File: src/rtl/cv32e40x_div_seq_if.sv
// Operand, result and ALU-sharing signals of the sequential divider.
// The divider uses the slave modport; the execute-stage integration uses master.
interface cv32e40x_div_seq_if;
   logic        valid_i;
   logic        ready_o;
   logic [1:0]  operator_i;
   logic [31:0] op_a_i;
   logic [31:0] op_b_i;
   logic        kill_i;
   logic        valid_o;
   logic        ready_i;
   logic [31:0] result_o;
   logic        alu_clz_en_o;
   logic [31:0] alu_clz_data_o;
   logic [5:0]  alu_clz_result_i;
   logic        alu_shift_en_o;
   logic [5:0]  alu_shift_amt_o;
   logic [31:0] alu_op_a_o;
   logic [31:0] alu_shifted_i;

   modport slave (
      input  valid_i, operator_i, op_a_i, op_b_i, kill_i, ready_i,
             alu_clz_result_i, alu_shifted_i,
      output ready_o, valid_o, result_o, alu_clz_en_o, alu_clz_data_o,
             alu_shift_en_o, alu_shift_amt_o, alu_op_a_o
   );

   modport master (
      output valid_i, operator_i, op_a_i, op_b_i, kill_i, ready_i,
             alu_clz_result_i, alu_shifted_i,
      input  ready_o, valid_o, result_o, alu_clz_en_o, alu_clz_data_o,
             alu_shift_en_o, alu_shift_amt_o, alu_op_a_o
   );
endinterface

File: src/rtl/cv32e40x_div_seq.sv
// Iterative radix-2 restoring divider for DIV/DIVU/REM/REMU, normalising the
// divisor with the ALU's CLZ and barrel shifter instead of private copies.
//
// state | meaning
// IDLE  | ready for a request; zero divisor / zero dividend finish here
// CLZ   | ALU counts leading zeros of |b|
// SHIFT | ALU left-aligns |b| so its MSB is set
// ITER  | one quotient bit per cycle, cnt+1 cycles
// FIN   | apply result signs, select quotient or remainder
// DONE  | result valid, held until accepted
module cv32e40x_div_seq #(
   parameter bit ZERO_DIVIDEND_SHORTCUT = 1'b1
) (
   input logic                    clk,
   input logic                    rst,
   cv32e40x_div_seq_if.slave      bus
);

   typedef enum logic [2:0] {
      IDLE  = 3'd0,
      CLZ   = 3'd1,
      SHIFT = 3'd2,
      ITER  = 3'd3,
      FIN   = 3'd4,
      DONE  = 3'd5
   } state_t;

   state_t      state_q, state_d;

   logic [4:0]  cnt_q;
   logic [31:0] abs_a_q, abs_b_q;
   logic [31:0] d_q, rem_q, quo_q, result_q;
   logic        rem_op_q, neg_quo_q, neg_rem_q;

   logic        accept;
   logic        is_signed;
   logic        div_zero;
   logic        zero_shortcut;
   logic [31:0] abs_a, abs_b;
   logic        rem_ge;
   logic [31:0] rem_diff;
   logic [31:0] final_quo, final_rem;

   logic        ready;
   logic        valid;
   logic        clz_en;
   logic [31:0] clz_data;
   logic        shift_en;
   logic [5:0]  shift_amt;
   logic [31:0] shift_op_a;

   // The ALU reports 32 only for a zero operand, which never reaches it here.
   logic        unused_clz_msb;
   assign unused_clz_msb = bus.alu_clz_result_i[5];

   assign is_signed     = !bus.operator_i[0];
   assign abs_a         = (is_signed && bus.op_a_i[31]) ? -bus.op_a_i : bus.op_a_i;
   assign abs_b         = (is_signed && bus.op_b_i[31]) ? -bus.op_b_i : bus.op_b_i;
   assign div_zero      = (bus.op_b_i == 32'd0);
   assign zero_shortcut = ZERO_DIVIDEND_SHORTCUT && (bus.op_a_i == 32'd0);

   assign rem_ge    = (rem_q >= d_q);
   assign rem_diff  = rem_q - d_q;
   assign final_quo = neg_quo_q ? -quo_q : quo_q;
   assign final_rem = neg_rem_q ? -rem_q : rem_q;

   always_ff @(posedge clk or posedge rst) begin
      if (rst) begin
         state_q <= IDLE;
      end else begin
         state_q <= state_d;
      end
   end

   always_comb begin
      state_d    = state_q;
      accept     = 1'b0;
      ready      = 1'b0;
      valid      = 1'b0;
      clz_en     = 1'b0;
      clz_data   = 32'd0;
      shift_en   = 1'b0;
      shift_amt  = 6'd0;
      shift_op_a = 32'd0;

      unique case (state_q)
         IDLE: begin
            ready = 1'b1;
            if (bus.valid_i && !bus.kill_i) begin
               accept  = 1'b1;
               state_d = (div_zero || zero_shortcut) ? DONE : CLZ;
            end
         end
         CLZ: begin
            clz_en   = 1'b1;
            clz_data = abs_b_q;
            state_d  = SHIFT;
         end
         SHIFT: begin
            shift_en   = 1'b1;
            shift_amt  = {1'b0, cnt_q};
            shift_op_a = abs_b_q;
            state_d    = ITER;
         end
         ITER: begin
            if (cnt_q == 5'd0) begin
               state_d = FIN;
            end
         end
         FIN: begin
            state_d = DONE;
         end
         DONE: begin
            valid = 1'b1;
            if (bus.ready_i) begin
               state_d = IDLE;
            end
         end
         default: begin
            state_d = IDLE;
         end
      endcase

      if (state_q != IDLE && bus.kill_i) begin
         state_d = IDLE;
      end
   end

   always_ff @(posedge clk or posedge rst) begin
      if (rst) begin
         cnt_q     <= 5'd0;
         abs_a_q   <= 32'd0;
         abs_b_q   <= 32'd0;
         d_q       <= 32'd0;
         rem_q     <= 32'd0;
         quo_q     <= 32'd0;
         result_q  <= 32'd0;
         rem_op_q  <= 1'b0;
         neg_quo_q <= 1'b0;
         neg_rem_q <= 1'b0;
      end else begin
         unique case (state_q)
            IDLE: begin
               if (accept) begin
                  rem_op_q  <= bus.operator_i[1];
                  neg_quo_q <= is_signed && (bus.op_a_i[31] ^ bus.op_b_i[31]);
                  neg_rem_q <= is_signed && bus.op_a_i[31];
                  abs_a_q   <= abs_a;
                  abs_b_q   <= abs_b;
                  if (div_zero) begin
                     result_q <= bus.operator_i[1] ? bus.op_a_i : 32'hFFFF_FFFF;
                  end else if (zero_shortcut) begin
                     result_q <= 32'd0;
                  end
               end
            end
            CLZ: begin
               cnt_q <= bus.alu_clz_result_i[4:0];
            end
            SHIFT: begin
               d_q   <= bus.alu_shifted_i;
               rem_q <= abs_a_q;
               quo_q <= 32'd0;
            end
            ITER: begin
               if (rem_ge) begin
                  rem_q <= rem_diff;
               end
               quo_q <= {quo_q[30:0], rem_ge};
               d_q   <= d_q >> 1;
               if (cnt_q != 5'd0) begin
                  cnt_q <= cnt_q - 5'd1;
               end
            end
            FIN: begin
               // An aborted operation must not disturb the previously held result.
               if (!bus.kill_i) begin
                  result_q <= rem_op_q ? final_rem : final_quo;
               end
            end
            default: begin
            end
         endcase
      end
   end

   assign bus.ready_o         = ready;
   assign bus.valid_o         = valid;
   assign bus.result_o        = result_q;
   assign bus.alu_clz_en_o    = clz_en;
   assign bus.alu_clz_data_o  = clz_data;
   assign bus.alu_shift_en_o  = shift_en;
   assign bus.alu_shift_amt_o = shift_amt;
   assign bus.alu_op_a_o      = shift_op_a;

endmodule

File: src/flat_wrapper.sv
// flat-port wrapper written by rule: the top's interface ports become plain ports
module cv32e40x_div_seq_flat 
#(
   parameter bit ZERO_DIVIDEND_SHORTCUT = 1'b1
)
  (clk, rst, bus_valid_i, bus_operator_i, bus_op_a_i, bus_op_b_i, bus_kill_i, bus_ready_i, bus_alu_clz_result_i, bus_alu_shifted_i, bus_ready_o, bus_valid_o, bus_result_o, bus_alu_clz_en_o, bus_alu_clz_data_o, bus_alu_shift_en_o, bus_alu_shift_amt_o, bus_alu_op_a_o);
  cv32e40x_div_seq_if bus_i ();
  input logic clk;
  input logic rst;
  input wire logic [$bits(bus_i.valid_i)-1:0] bus_valid_i;
  input wire logic [$bits(bus_i.operator_i)-1:0] bus_operator_i;
  input wire logic [$bits(bus_i.op_a_i)-1:0] bus_op_a_i;
  input wire logic [$bits(bus_i.op_b_i)-1:0] bus_op_b_i;
  input wire logic [$bits(bus_i.kill_i)-1:0] bus_kill_i;
  input wire logic [$bits(bus_i.ready_i)-1:0] bus_ready_i;
  input wire logic [$bits(bus_i.alu_clz_result_i)-1:0] bus_alu_clz_result_i;
  input wire logic [$bits(bus_i.alu_shifted_i)-1:0] bus_alu_shifted_i;
  output wire logic [$bits(bus_i.ready_o)-1:0] bus_ready_o;
  output wire logic [$bits(bus_i.valid_o)-1:0] bus_valid_o;
  output wire logic [$bits(bus_i.result_o)-1:0] bus_result_o;
  output wire logic [$bits(bus_i.alu_clz_en_o)-1:0] bus_alu_clz_en_o;
  output wire logic [$bits(bus_i.alu_clz_data_o)-1:0] bus_alu_clz_data_o;
  output wire logic [$bits(bus_i.alu_shift_en_o)-1:0] bus_alu_shift_en_o;
  output wire logic [$bits(bus_i.alu_shift_amt_o)-1:0] bus_alu_shift_amt_o;
  output wire logic [$bits(bus_i.alu_op_a_o)-1:0] bus_alu_op_a_o;
  assign bus_i.valid_i = bus_valid_i;
  assign bus_i.operator_i = bus_operator_i;
  assign bus_i.op_a_i = bus_op_a_i;
  assign bus_i.op_b_i = bus_op_b_i;
  assign bus_i.kill_i = bus_kill_i;
  assign bus_i.ready_i = bus_ready_i;
  assign bus_i.alu_clz_result_i = bus_alu_clz_result_i;
  assign bus_i.alu_shifted_i = bus_alu_shifted_i;
  assign bus_ready_o = bus_i.ready_o;
  assign bus_valid_o = bus_i.valid_o;
  assign bus_result_o = bus_i.result_o;
  assign bus_alu_clz_en_o = bus_i.alu_clz_en_o;
  assign bus_alu_clz_data_o = bus_i.alu_clz_data_o;
  assign bus_alu_shift_en_o = bus_i.alu_shift_en_o;
  assign bus_alu_shift_amt_o = bus_i.alu_shift_amt_o;
  assign bus_alu_op_a_o = bus_i.alu_op_a_o;
  cv32e40x_div_seq #(.ZERO_DIVIDEND_SHORTCUT(ZERO_DIVIDEND_SHORTCUT)) u_core (.clk(clk), .rst(rst), .bus(bus_i));
endmodule
File: config.mk
export PLATFORM = sky130hd
export DESIGN_NAME = cv32e40x_div_seq_flat
export DESIGN_NICKNAME = d
export VERILOG_FILES = /design/src/rtl/cv32e40x_div_seq_if.sv /design/src/rtl/cv32e40x_div_seq.sv /design/src/flat_wrapper.sv
export SDC_FILE = /design/constraint.sdc
export NUM_CORES = 1
export LEC_CHECK = 0
export ABC_AREA = 0
export BUFFER_PORTS_ARGS = -buffer_cell sky130_fd_sc_hd__buf_2
export CORE_ASPECT_RATIO = 1.5
export CORE_MARGIN = 5
export CORE_UTILIZATION = 30
export DETAILED_ROUTE_END_ITERATION = 7
export PLACE_DENSITY = 0.59
export SLEW_MARGIN = 25
export SYNTH_ARGS = -nofsm -noshare
export SYNTH_HDL_FRONTEND = slang
export SYNTH_SLANG_ARGS = --single-unit
File: constraint.sdc
create_clock -name clk -period 8 [get_ports clk]
set_input_delay 0.4 -clock clk [delete_from_list [all_inputs] [get_ports clk]]
set_output_delay 0.4 -clock clk [all_outputs]
set_load 0.02 [all_outputs]
==> Word-level counts from Yosys, hierarchy flattened <==
Index checks and enable logic that the tools add are counted.
{ "totals": {"ff_bits": 203, "latch_bits": 0, "ramBits": 0, "romBits": 0, "inputBits": 109, "out_inout_bits": 106, "memories": 0} }
{ "op_classes": {"n_addsub": 6, "n_mul": 0, "div": 0, "magnitude_cmp": 1, "eq_ne": 13, "shift": 0, "mux": 32, "n_bitwise": 1, "reduce_logical": 22} }
{ "op_table": {"columns": ["operator", "n"], "rows": [
  ["$mux 32", 13],
  ["$pmux 32 s2", 4],
  ["$neg 32->32", 4],
  ["$logic_not 32->1", 2],
  ["$ge 32x32->1", 1],
  ["$sub 32x32->32", 1],
  ["$pmux 3 s6", 1],
  ["$mux 3", 5],
  ["$mux 5", 2],
  ["$pmux 5 s2", 1],
  ["$ne 3x1->1 const B", 3],
  ["$eq 3x2->1 const B", 2],
  ["$eq 3x3->1 const B", 2],
  ["$mux 1", 6],
  ["$ne 2x1->1 const B", 3],
  ["$reduce_and 2->1", 3],
  ["$reduce_bool 2->1", 3],
  ["$logic_and 1x1->1", 5],
  ["$logic_not 5->1", 1],
  ["$reduce_bool 5->1", 1],
  ["$sub 5x1->5 const B", 1],
  ["$reduce_and 4->1", 1],
  ["$eq 3x1->1 const B", 1],
  ["$logic_not 3->1", 1],
  ["other kinds (7)", 8]
]} }

==> Depth between registers and ports, before layout <==
{ "depth": {"depth_word": 6, "ltp_mapped": 12, "mapped_depth_nobuf": 11} }

==> Least setup slack after synthesis <==
Ideal clock, no wire load.
{ "synth_timing": {"path_type": "reg-to-reg", "from": "reg u_core.rem_q[2]", "to": "reg u_core.rem_q[10]", "arrival_time_ps": 2960, "required_time_ps": 7875, "path_slack_ps": 4915, "stages_incl_launch_ff": 11, "synth_period_minus_slack_ps": 3085, "path_cell_list": "dfrtp_1 -> ha_1 -> nor2b_1 -> o31a_1 -> o21ai_1 -> a211oi_1 -> or3_1 -> a21oi_1 -> nor2_1 -> clkbuf_1 -> mux2_2"} }
{ "synth_between": {"elab_chain_cells": 3, "word_cells_on_any_way": 6, "classes_between": "1 x add/sub; 1 x order compare; 1 x eq/ne; 2 x mux; 1 x reduce/logical"} }
{ "synth_rtl": {"columns": ["item", "line_no", "source"], "rows": [
  ["from (decl)", "cv32e40x_div_seq.sv:32", "logic [31:0] d_q, rem_q, quo_q, result_q;"],
  ["from (signal assigned)", "cv32e40x_div_seq.sv:162", "rem_q <= abs_a_q;"],
  ["from (signal assigned)", "cv32e40x_div_seq.sv:167", "rem_q <= rem_diff;"],
  ["$sub 32x32->32 or $ge 32x32->1 (tied branches)", "cv32e40x_div_seq.sv:63, cv32e40x_div_seq.sv:62", null],
  ["$mux 32 or $ne 2x1->1 (tied branches)", null, null],
  ["$pmux 32 s2 or $reduce_and 2->1 (tied branches)", null, null]
]} }
Several ways; a longest one is shown, not always the timed one. The select of a mux whose other input is x is not followed.
A chain may end at the register's enable or synchronous reset.

==> Worst setup path after layout <==
{ "layout_timing": {"from": "reg u_core.state_q[0]", "to": "reg u_core.rem_q[30]"} }
{ "layout_between": {"elab_chain_cells": 3, "word_cells_on_any_way": 6, "classes_between": "3 x eq/ne; 1 x mux; 2 x reduce/logical"} }
{ "layout_rtl": {"columns": ["item", "line_no", "source"], "rows": [
  ["from (decl)", "cv32e40x_div_seq.sv:28", "state_t state_q, state_d;"],
  ["from (signal assigned)", "cv32e40x_div_seq.sv:71", "state_q <= state_d;"],
  ["$eq 3x2->1", "cv32e40x_div_seq.sv:142", "unique case (state_q)"],
  ["$ne 2x1->1 (no line) or $reduce_bool 2->1 (tied branches)", null, null],
  ["$reduce_and 2->1 (no line)", null, null]
]} }
Several ways; a longest one is shown, not always the timed one.

==> impl_metrics.yaml <==
final_layout:
  seqCellArea_sq_um: 5080
  nNetsFinal: 1960
  multiInputGateArea_sq_um: 8100
  fillers: 4838
  area_growth_pct: 16.8
  drive_above_1_share: 0.170
detailed_routing:
  drt-initial-drc-count: 792
  ant_nets: 0
  wl_per_cell_um: 18.7
  vias: 12700
  drt-total-wl_um: 45100
  dr.pass1.iters: 5
  drc: 0
  routed_via_density: 5.25
clocking:
  clockBufferDepth: 3
  cts_resized: 0
  clk_latency_ns: 0.53
  cts.sinks: 203
  numCtsBuffers: 23
  clk_pin_slew_ns: 0.06
  htreeDepth: 1
  cts_tree: "done"
  cts_root_buf: "clkbuf_16"
  cts_hold_buffers: 0
  post-cts-setup-buffers: 0
worst_setup_path:
  cp_top_family: "simple AND/OR/NAND/NOR gates"
  worstSetupEndpointType: "register"
  crit_chain: "buf_4 -> inv_1 -> nor2_1 -> nand3_1 -> a31o_2 -> o221a_2"
  crit_required_ns: 8.41
  r2r_end: "u_core.rem_q[30]"
  critPathBufInv: 2
  r2r_setup_slack_ns: 4.31
  worstSetupPathType: "reg -> reg"
  startpoint: "u_core.state_q[0]"
  rr_worst_depth: 6
  reg2reg_from: "u_core.state_q[0]"
  path_depth: 6
  worstPathArrival_ns: 4.11
  critical_path.startpoint_type: "register"
  crit_slowest_cell: "nand3_1"
  cpPeakStageDelay_ns: 0.78
  path_max_fanout: 41
sta:
  rsz0062_at_grt: "false"
  setup_viol: 0
  hold_ws_ns: -0.00502
  period_needed_ns: 3.69
  fin_tns_setup_ns: 0
  timing.final.ws_setup_ns: 4.31
  maxSlewViolCount: 0
  hold_violations: 9
  fin_crit_sh: 0.462
  fin_worst_skew_ns: 0.0132
  tightest_slew_ns: 0.981
  fmax_mhz: 271
  max_slew_margin: 0.346
die:
  design.die.area_sq_um: 50400
  core_region_area_sq_um: 45600
  die_height_um: 272
  die_w_um: 185
  ios: 215
  fp-row-count: 96
  start_util: 0.302
synth:
  synth.distinct_cells: 64
  synth_seq_cells: 203
  synth_edf_count: 0
  yosys_warnings: 0
  syn_avg_cell_area_sq_um: 8.27
  synth_seq_area_share: 0.369
  synthArstFlopShare: 1.00
  synthFlopType: "dfrtp_1"
  synth_area_sq_um: 13800
  synthesis.nets: 1813
  synthCells: 1665
run_status:
  violations: "negative hold slack"
  status: "finished with violations"
worst_hold_path:
  hold_path_class: "in -> async"
run:
  cap_viol_max_count: 0
placement:
  portBuffers: 212
  pre_cts_ws_ns: 3.94
  dp_hpwl_um: 34500
  routabilityCongestion: 0.885
grt:
  track_usage: 0.176
  antenna_found_initial: 9
  grt_max_degree: 99
  grt_pass1_wl_um: 70900
  grt_pass1_vias: 13000
  overflow: 0
power_and_ir_drop:
  max-vdd-ir-drop_v: 0.000163
  power_leakage_nw: 7.34
  power_density_nw_per_um2: 357
[layout by cell type, fill, tap and decap left out, drive strengths merged, types with 6 or more instances in the layout]
cell type	synthesis	routed
nor3	30	30
nand2b	27	27
or4	18	18
nand2	278	278
xnor2	87	87
nor2	77	77
mux2	15	15
a21o	6	6
a22oi	12	12
a211oi	18	18
and3	37	37
clkbuf	97	31
dfrtp	203	203
o21a	11	11
buf	9	228
nor2b	25	25
o311ai	17	17
and2	33	33
o21ai	189	189
nand3	42	42
o31ai	40	40
xor2	58	58
inv	58	59
or3	13	13
clkinv	0	7
o41ai	19	19
nor4	15	15
a21oi	78	78
nand4	8	8
o211ai	19	19
mux2i	40	40
ha	38	38
[worst max path at each step]
stage               slack, ns                 endpoint
detailed placement       3.94  u_core.bus.result_o[25]
CTS                      4.23  u_core.bus.result_o[25]
floorplan                2.06        u_core.abs_a_q[0]
global route             4.09   bus_alu_clz_data_o[29]
global placement         4.02  u_core.bus.result_o[25]
finish                   4.31         u_core.rem_q[30]
[layer usage]
layer	global-route usage	up-vias	part of all wire
li1	-	6164	-
met1	0.199	6062	0.38
met2	0.329	368	0.53
met3	0.0338	89	0.058
met4	0.0539	12	0.030
met5	0	-	0.0018
[stage by stage]
step	std cells	cell area, sq um	util	hold WS [ns]	power [mW]
6_report	2420	16100	0.352	-0.00502	5.74
3_5_place_dp	2374	15300	0.335	0.467	4.70
5_1_grt	2417	16100	0.352	0.0491	6.21
3_3_place_gp	2374	15300	0.335	0.465	4.62
2_1_floorplan	1665	13800	-	0.443	3.82
4_1_cts	2415	16100	0.352	0.0112	5.79
[area by class of cell]
type / instances / area share
Sequential cell: 203 / 0.316
Clock inverter: 10 / 0.00529
Antenna cell: 4 / 0.000622
Inverter: 58 / 0.0140
Clock buffer: 31 / 0.0408
Multi-Input combinational cell: 1298 / 0.504
Timing Repair Buffer: 228 / 0.0737
Tap cell: 588 / 0.0457
[synth_stat cells (3+ instances only)]
library cell    n  area, sq um
nand2_1       278         1040
dfrtp_1       203         5080
o21ai_0       180          901
clkbuf_1       97          364
xnor2_1        87          762
a21oi_1        78          390
nor2_1         77          289
inv_1          58          218
xor2_1         58          508
nand3_1        42          210
mux2i_1        40          400
o31ai_1        39          293
ha_1           38          475
and3_1         37          231
and2_1         33          206
nor3_1         30          150
nand2b_1       27          169
nor2b_1        25          156
o211ai_1       19          143
a211oi_1       18          135
o311ai_1       17          149
o41ai_1        16          140
mux2_2         15          169
nor4_1         14         87.6
or4_1          14          105
or3_1          13         81.3
a22oi_1        12         90.1
o21a_1         11         82.6
o21ai_1         9         45.0
nand4_1         8         50.1
a21o_1          6         45.0
buf_2           6         30.0
a21boi_0        4         30.0
or2_2           4         25.0
or4_4           4         45.0
o221a_2         3         33.8
o31a_1          3         26.3
o32a_1          3         30.0
o41ai_2         3         48.8
[cells by family after synthesis]
family                     after synthesis  share of synthesized area
DFF                                    203                      0.369
adders and majority gates               39                     0.0360
and+or+nand+nor                        617                      0.215
muxes                                   55                     0.0413
AOI/OAI and AO/OA                      441                      0.201
xor gates and xnor gates               145                     0.0922
buffers and inverters                  164                     0.0455
other                                    1                   0.000272
[report_power, final]
| part | leakage [nW] | internal [mW] | switching (mW) |
|---|---|---|---|
| Sequential | 2.61 | 1.39 | 0.429 |
| Clock | 0.369 | 0.607 | 0.451 |
| Combinational | 4.36 | 1.13 | 1.73 |
[registers in the layout, summed over array words and instances (netlist names)]
signal / count
u_core.abs_b_q: 32
u_core.state_q: 3
u_core.abs_a_q: 32
u_core.rem_q: 32
u_core.rem_op_q: 1
u_core.d_q: 32
u_core.quo_q: 32
u_core.bus.result_o: 32
u_core.neg_quo_q: 1
u_core.neg_rem_q: 1
u_core.cnt_q: 5
No activity file was read; power rests on OpenSTA's default activity.
